**config.mk**
```make
export PLATFORM = sky130hd
export DESIGN_NAME = axis_bram_writer
export DESIGN_NICKNAME = d
export VERILOG_FILES = /design/src/rtl/axis_bram_writer.sv
export SDC_FILE = /design/constraint.sdc
export NUM_CORES = 1
export LEC_CHECK = 0
export ABC_CLOCK_PERIOD_IN_PS = 5400
export CAP_MARGIN = 10
export CORE_ASPECT_RATIO = 1.1
export CORE_MARGIN = 5
export CORE_UTILIZATION = 40
export CTS_BUF_LIST = sky130_fd_sc_hd__clkbuf_4 sky130_fd_sc_hd__clkbuf_8
export DETAILED_ROUTE_END_ITERATION = 6
export MAX_ROUTING_LAYER = met4
export PLACE_DENSITY = 0.71
export SLEW_MARGIN = 0
export SYNTH_ARGS = -nofsm -noshare
export SYNTH_HDL_FRONTEND = slang
export SYNTH_SLANG_ARGS = --single-unit
```
**constraint.sdc**
```tcl
create_clock -name fsm_clk -period 5.4 [get_ports fsm_clk]
set_clock_uncertainty 0.15 [all_clocks]
set_input_delay 1.08 -clock fsm_clk [delete_from_list [all_inputs] [get_ports fsm_clk]]
set_output_delay 1.08 -clock fsm_clk [all_outputs]
set_load 0.01 [all_outputs]
```
**src/rtl/axis_bram_writer.sv**
```systemverilog
// axis_bram_writer: writes each AXI-Stream beat to consecutive BRAM addresses under a start/busy/complete/error FSM.
// Optional: define AXIS_BRAM_WRITER_WRACK_EN to add bram_wrack and hold each write until it is acknowledged.
module axis_bram_writer #(
    parameter int unsigned           DATA_WIDTH = 16,
    parameter int unsigned           ADDR_WIDTH = 32,
    parameter int unsigned           ADDR_STEP  = DATA_WIDTH / 8,
    parameter logic [ADDR_WIDTH-1:0] BASE_ADDR  = '0
) (
    input  logic                    fsm_clk,
    input  logic                    rst,
    input  logic                    operation_start,
    input  logic [ADDR_WIDTH:0]     data_size,
    output logic                    operation_busy,
    output logic                    operation_complete,
    output logic                    operation_error,
    input  logic [DATA_WIDTH-1:0]   s_axis_tdata,
    input  logic                    s_axis_tvalid,
    output logic                    s_axis_tready,
    input  logic                    s_axis_tlast,
`ifdef AXIS_BRAM_WRITER_WRACK_EN
    input  logic                    bram_wrack,
`endif
    output logic                    bram_en,
    output logic [DATA_WIDTH/8-1:0] bram_we,
    output logic [ADDR_WIDTH-1:0]   bram_addr,
    output logic [DATA_WIDTH-1:0]   bram_wrdata
);
    localparam int unsigned           WE_W    = DATA_WIDTH / 8;
    localparam logic [ADDR_WIDTH-1:0] LP_STEP = ADDR_WIDTH'(ADDR_STEP);
    localparam logic [ADDR_WIDTH:0]   LP_ONE  = (ADDR_WIDTH+1)'(1);

`ifdef AXIS_BRAM_WRITER_WRACK_EN
    typedef enum logic [2:0] {ST_IDLE, ST_WRITE, ST_DONE, ST_ERROR, ST_WAIT_ACK} state_t;
`else
    typedef enum logic [1:0] {ST_IDLE, ST_WRITE, ST_DONE, ST_ERROR} state_t;
`endif

    state_t                r_state;
    state_t                w_state_next;
    state_t                w_beat_dest;
    logic [ADDR_WIDTH:0]   r_size;
    logic [ADDR_WIDTH:0]   r_cnt;
    logic [ADDR_WIDTH:0]   w_cnt_next;
    logic [ADDR_WIDTH-1:0] r_addr;
    logic [ADDR_WIDTH-1:0] r_bram_addr;
    logic [DATA_WIDTH-1:0] r_bram_wrdata;
    logic                  r_bram_en;
    logic                  r_busy;
    logic                  r_complete;
    logic                  w_start;
    logic                  w_size_zero;
    logic                  w_accept;
    logic                  w_last_cnt;
`ifdef AXIS_BRAM_WRITER_WRACK_EN
    state_t                r_pend_dest;
`endif

    assign s_axis_tready = (r_state == ST_WRITE);
    assign w_accept      = s_axis_tvalid && s_axis_tready;
    assign w_start       = operation_start && ((r_state == ST_IDLE) || (r_state == ST_ERROR));
    assign w_size_zero   = (data_size == '0);
    assign w_cnt_next    = r_cnt + LP_ONE;
    assign w_last_cnt    = (w_cnt_next == r_size);

    // Destination after the beat offered now: count and tlast must agree to finish cleanly.
    always_comb begin
        w_beat_dest = ST_WRITE;
        if (w_last_cnt && s_axis_tlast) begin
            w_beat_dest = ST_DONE;
        end else if (w_last_cnt || s_axis_tlast) begin
            w_beat_dest = ST_ERROR;
        end
    end

    always_comb begin
        w_state_next = r_state;
        case (r_state)
            ST_IDLE, ST_ERROR: begin
                if (operation_start) begin
                    w_state_next = w_size_zero ? ST_ERROR : ST_WRITE;
                end
            end
            ST_WRITE: begin
                if (w_accept) begin
`ifdef AXIS_BRAM_WRITER_WRACK_EN
                    w_state_next = ST_WAIT_ACK;
`else
                    w_state_next = w_beat_dest;
`endif
                end
            end
            ST_DONE: w_state_next = ST_IDLE;
`ifdef AXIS_BRAM_WRITER_WRACK_EN
            ST_WAIT_ACK: begin
                if (bram_wrack) begin
                    w_state_next = r_pend_dest;
                end
            end
`endif
            default: w_state_next = ST_IDLE;
        endcase
    end

    always_ff @(posedge fsm_clk or posedge rst) begin
        if (rst) begin
            r_state <= ST_IDLE;
        end else begin
            r_state <= w_state_next;
        end
    end

    always_ff @(posedge fsm_clk or posedge rst) begin
        if (rst) begin
            r_size        <= '0;
            r_cnt         <= '0;
            r_addr        <= '0;
            r_bram_en     <= 1'b0;
            r_bram_addr   <= '0;
            r_bram_wrdata <= '0;
            r_busy        <= 1'b0;
            r_complete    <= 1'b0;
`ifdef AXIS_BRAM_WRITER_WRACK_EN
            r_pend_dest   <= ST_IDLE;
`endif
        end else begin
`ifdef AXIS_BRAM_WRITER_WRACK_EN
            r_busy <= (w_state_next == ST_WRITE) || (w_state_next == ST_WAIT_ACK);
`else
            r_busy <= (w_state_next == ST_WRITE);
`endif
            // Completion is reported in the cycle after DONE, i.e. one cycle after the final write.
            r_complete <= (r_state == ST_DONE);
            if (w_start && !w_size_zero) begin
                r_size <= data_size;
                r_cnt  <= '0;
                r_addr <= BASE_ADDR;
            end
            if (w_accept) begin
                r_cnt         <= w_cnt_next;
                r_addr        <= r_addr + LP_STEP;
                r_bram_addr   <= r_addr;
                r_bram_wrdata <= s_axis_tdata;
            end
`ifdef AXIS_BRAM_WRITER_WRACK_EN
            if (w_accept) begin
                r_bram_en   <= 1'b1;
                r_pend_dest <= w_beat_dest;
            end else if ((r_state == ST_WAIT_ACK) && bram_wrack) begin
                r_bram_en <= 1'b0;
            end
`else
            r_bram_en <= w_accept;
`endif
        end
    end

    assign operation_busy     = r_busy;
    assign operation_complete = r_complete;
    assign operation_error    = (r_state == ST_ERROR);
    assign bram_en            = r_bram_en;
    assign bram_we            = {WE_W{r_bram_en}};
    assign bram_addr          = r_bram_addr;
    assign bram_wrdata        = r_bram_wrdata;

endmodule

```
==> flow_summary.rst <==
.. list-table::
   :header-rows: 1

   * - Metric
     - Value
   * - Run status
     - complete, no violations
   * - Placed Instance Area
     - 0.00896 mm^2
   * - Fillers
     - about 1800
   * - Per-instance average area after synthesis
     - 9.20 um^2
   * - RSZ-0062 raised after global routing
     - no
   * - Share of the synthesized area in compound gates (AO/OA/AOI/OAI)
     - 0.119
   * - Setup slack of the critical path after layout
     - 1440 ps
   * - Switching share of total power
     - 0.367
   * - FF+latch area
     - 0.00373 mm^2
   * - Post-route standard cell area excluding fillers
     - 0.00935 mm^2
   * - HPWL reported at the end of detailed placement
     - 13100 um
   * - Net load switching power
     - 1.34 mW
   * - Count of port buffers added during placement
     - 107
   * - Reported max-cap violation count
     - 0
   * - Leakage Power
     - 4.12 nW
   * - Worst slew margin relative to its limit
     - 0.381
   * - Initial core utilization
     - 0.405
   * - Number of synthesized register bits
     - 149
   * - CP Buf/Inv Count
     - 2
   * - H-Tree Depth
     - 4
   * - Cell area after technology mapping
     - 0.00773 mm^2
   * - Share of layout cells above drive strength 1
     - 0.104
   * - Quantity of gates resized following cts
     - 0
   * - Inserted Clock Buffers
     - 17
   * - Register-to-register path setup slack
     - 1940 ps
   * - Number of global-route vias before repair
     - roughly 6000
   * - RePlAce Congestion
     - 0.907
   * - Number of enable-type register cells in the synthesized netlist
     - 0
   * - Clk root buf
     - sky130_fd_sc_hd__clkbuf_8
   * - Crit Path Class
     - input port to flop
   * - CTS sink cnt
     - roughly 150
   * - Max-slew violation count
     - 0
   * - Dominant combinational cell family by area after synthesis
     - simple AND/OR/NAND/NOR gates
   * - Areal power density over the cells
     - 391 mW/mm^2
   * - Worst Tran Pin Value
     - around 930 ps
   * - Layout net count
     - 984
   * - Kind of cell with the highest combined delay on the critical path
     - simple AND/OR/NAND/NOR gates
   * - Setup bufs post-CTS
     - 0
   * - Leading area contributor after synthesis
     - sky130_fd_sc_hd__dfrtp_1
   * - Drt drc
     - 0
   * - Vias post-DR
     - 6329
   * - Maximum fanout along the worst path
     - 32
   * - Clock power frac
     - 0.236
   * - Number of nets produced by synthesis
     - between 800 and 900
   * - Die Wd
     - 143 um
   * - Internal power
     - 2.31 mW
   * - Post-synth ARST share
     - 1.00
   * - Overall global routing resource usage
     - 0.178
   * - Maximum achievable frequency
     - 253 MHz
   * - Yosys top cell area share
     - 0.482
   * - Clk buf depth
     - 2
   * - Number of different library cells in the post-synthesis netlist
     - 56
   * - Total Routed Length
     - roughly 19000 um
   * - Share of synthesized cell area in and, or, nand and nor gates
     - 0.247
   * - Portion of the clock cycle consumed by the worst path in the final layout
     - 0.733
   * - Count of nets left with antenna violations after detail routing
     - 0
   * - Count of final setup violators
     - 0
   * - Required time at the endpoint of the critical path
     - 5600 ps
   * - Portion of the post-synthesis area used by sequential elements
     - 0.482
   * - Share of power burned in registers
     - 0.413
   * - Pin count of the biggest net entering global routing
     - 99
   * - Stage delay of the slowest cell on the critical path
     - 690 ps
   * - DR WL/cell
     - 15.9 um
   * - TritonCTS clock tree
     - done
   * - Post-place setup slack
     - 929 ps
   * - Antenna cell count
     - 0
   * - Clock latency on the worst-skew pair
     - 470 ps
   * - Dominant cells by area after synthesis
     - sky130_fd_sc_hd__dfrtp_1, sky130_fd_sc_hd__nand2_1, sky130_fd_sc_hd__mux2_2, sky130_fd_sc_hd__o21ai_0, sky130_fd_sc_hd__xnor2_1
   * - Quantity of hold-fixing buffers added after cts
     - 0
   * - Clock transition at the register clock pins on the worst setup and hold paths after CTS
     - 90 ps
   * - Final-report hold violation count
     - 0
   * - Min Tclk post-route
     - 3960 ps
   * - Post-synthesis share of cell area spent on full adders, half adders and majority gates
     - 0.00809
   * - Total congestion overflow after global routing
     - 0
   * - Count leader, synth
     - sky130_fd_sc_hd__nand2_1
   * - Number of cells produced by synthesis
     - 840
   * - Final Power
     - 3.66 mW
   * - FP Rows
     - 53
   * - Top Ports
     - 109
   * - VDD IR-drop max
     - 0.199 mV
   * - Multi-input logic area
     - about 0.0038 mm^2
   * - First-pass iteration count of the detailed router
     - 5
   * - Sum Neg Setup Slack
     - 0 ps
   * - Most used flip-flop cell after synthesis
     - sky130_fd_sc_hd__dfrtp_1
   * - Initial antenna violation count
     - 0
   * - Class of the worst hold path
     - flop to flop
   * - Mux share of post-synthesis cell area
     - 0.0584
   * - Most instantiated cells after synthesis
     - sky130_fd_sc_hd__nand2_1, sky130_fd_sc_hd__dfrtp_1, sky130_fd_sc_hd__o21ai_0, sky130_fd_sc_hd__nor2_1, sky130_fd_sc_hd__nand3_1
   * - Arrival time of data at the critical path endpoint
     - between 4000 and 5000 ps
   * - Post-synthesis xor/xnor area fraction
     - 0.0532
   * - Via/cell ratio
     - approximately 5.3
   * - Die outline area
     - 0.0222 mm^2
   * - First-pass GRT wire length
     - 31000 um
   * - Count of warnings emitted by yosys
     - 0
   * - DIE HEIGHT
     - 156 um
   * - DRC marker count from the first detailed-route iteration
     - 547
   * - Cell chain of the critical path
     - clkdlybuf4s50_1 -> nor4_1 -> nand4_1 -> o31ai_1 -> or2_1 -> buf_4 -> mux2_2
   * - Post-placement cell count
     - 1153
   * - Core ar.
     - 0.0191 mm^2
   * - Critical Path Slowest Stage Cell
     - sky130_fd_sc_hd__nor4_1
   * - Number of standard cells in the final layout excluding fillers
     - 1185
   * - Kind of capture point of the worst setup path
     - flop
   * - Area growth, synth to finish
     - 20.9%
   * - Gate power share
     - 0.351
   * - Setup crit start kind
     - input port
==> registers in the layout (all words and copies together) (netlist names) <==
signal and flops:
r_cnt 33, r_size 33, bram_addr 31, r_addr 31, bram_wrdata 16, r_state 2, bram_en 1, operation_busy 1
operation_complete 1
==> area by class of cell <==
| class | count | share of cell area |
|---|---|---|
| Sequential cell | 149 | 0.399 |
| Timing Repair Buffer | 114 | 0.120 |
| Clock buffer | 18 | 0.0265 |
| Inverter | 8 | 0.00375 |
| Tap cell | 247 | 0.0331 |
| Clock inverter | 14 | 0.0150 |
| Multi-Input combinational cell | 635 | 0.403 |
==> worst paths after layout <==
check | endpoint | depth (start not counted) | start
hold reg to reg | r_addr[27] | 1 | r_addr[27]
max in group asynchronous | r_cnt[32] | 3 | rst
min in group asynchronous | bram_wrdata[13] | 2 | rst
setup / recovery | r_size[2] | 7 | data_size[29]
setup reg to reg | operation_busy | 9 | r_cnt[0]
hold / removal | r_addr[27] | 1 | r_addr[27]
==> kinds of logic after synthesis <==
group	count (synthesis)
simple gates	392
mux	41
xor+xnor	47
other cells	1
flops	149
buf+inv	56
fa+ha+maj	5
compound gates	149
==> placed cells by master, fill, tap and decap left out, types with 6 or more instances in the layout <==
master                            synthesis  routed
sky130_fd_sc_hd__nor4_1                  11      11
sky130_fd_sc_hd__o21ai_0                 65      65
sky130_fd_sc_hd__clkdlybuf4s50_1          0     107
sky130_fd_sc_hd__nand2_1                223     222
sky130_fd_sc_hd__o31ai_1                 23      23
sky130_fd_sc_hd__o211ai_1                 8       8
sky130_fd_sc_hd__nor3_1                   8       8
sky130_fd_sc_hd__nor2_1                  40      40
sky130_fd_sc_hd__a31oi_1                 12      12
sky130_fd_sc_hd__nand3_1                 34      34
sky130_fd_sc_hd__clkbuf_8                 0      18
sky130_fd_sc_hd__xor2_1                  19      19
sky130_fd_sc_hd__a21oi_1                  7       7
sky130_fd_sc_hd__buf_4                    5       7
sky130_fd_sc_hd__dfrtp_1                149     149
sky130_fd_sc_hd__xnor2_1                 28      28
sky130_fd_sc_hd__nand4_1                 19      19
sky130_fd_sc_hd__inv_1                    7       6
sky130_fd_sc_hd__mux2i_1                  8       8
sky130_fd_sc_hd__and3_1                  12      12
sky130_fd_sc_hd__mux2_2                  33      33
sky130_fd_sc_hd__o21ai_1                 12      12
sky130_fd_sc_hd__o41ai_1                  7       7
==> power by group through the flow <==
stage | combinational, mW | sequential, mW | clock, mW
after CTS | 1.30 | 1.51 | 0.882
after global routing | 1.42 | 1.55 | 0.923
after detailed placement | 1.29 | 1.54 | 0
final | 1.28 | 1.51 | 0.862
after floorplan | 0.846 | 1.51 | 0
after global placement | 1.27 | 1.53 | 0
==> per-layer routing <==
| layer | track usage | wire length, um | share of wire |
|---|---|---|---|
| met1 | 0.236 | 8600 | 0.46 |
| met2 | 0.275 | 8900 | 0.47 |
| met3 | 0.0316 | 986 | 0.052 |
| met4 | 0.0629 | 411 | 0.022 |
| met5 | - | 0 | 0 |
==> per-stage QoR <==
| stage | utilization | hold slack [ps] |
|---|---|---|
| 2_1_floorplan | - | 295 |
| 3_3_place_gp | 0.469 | 307 |
| 3_5_place_dp | 0.469 | 311 |
| 4_1_cts | 0.490 | 329 |
| 5_1_grt | 0.490 | 342 |
| 6_report | 0.490 | 326 |
Note: power is estimated with default switching activity, not from simulation.
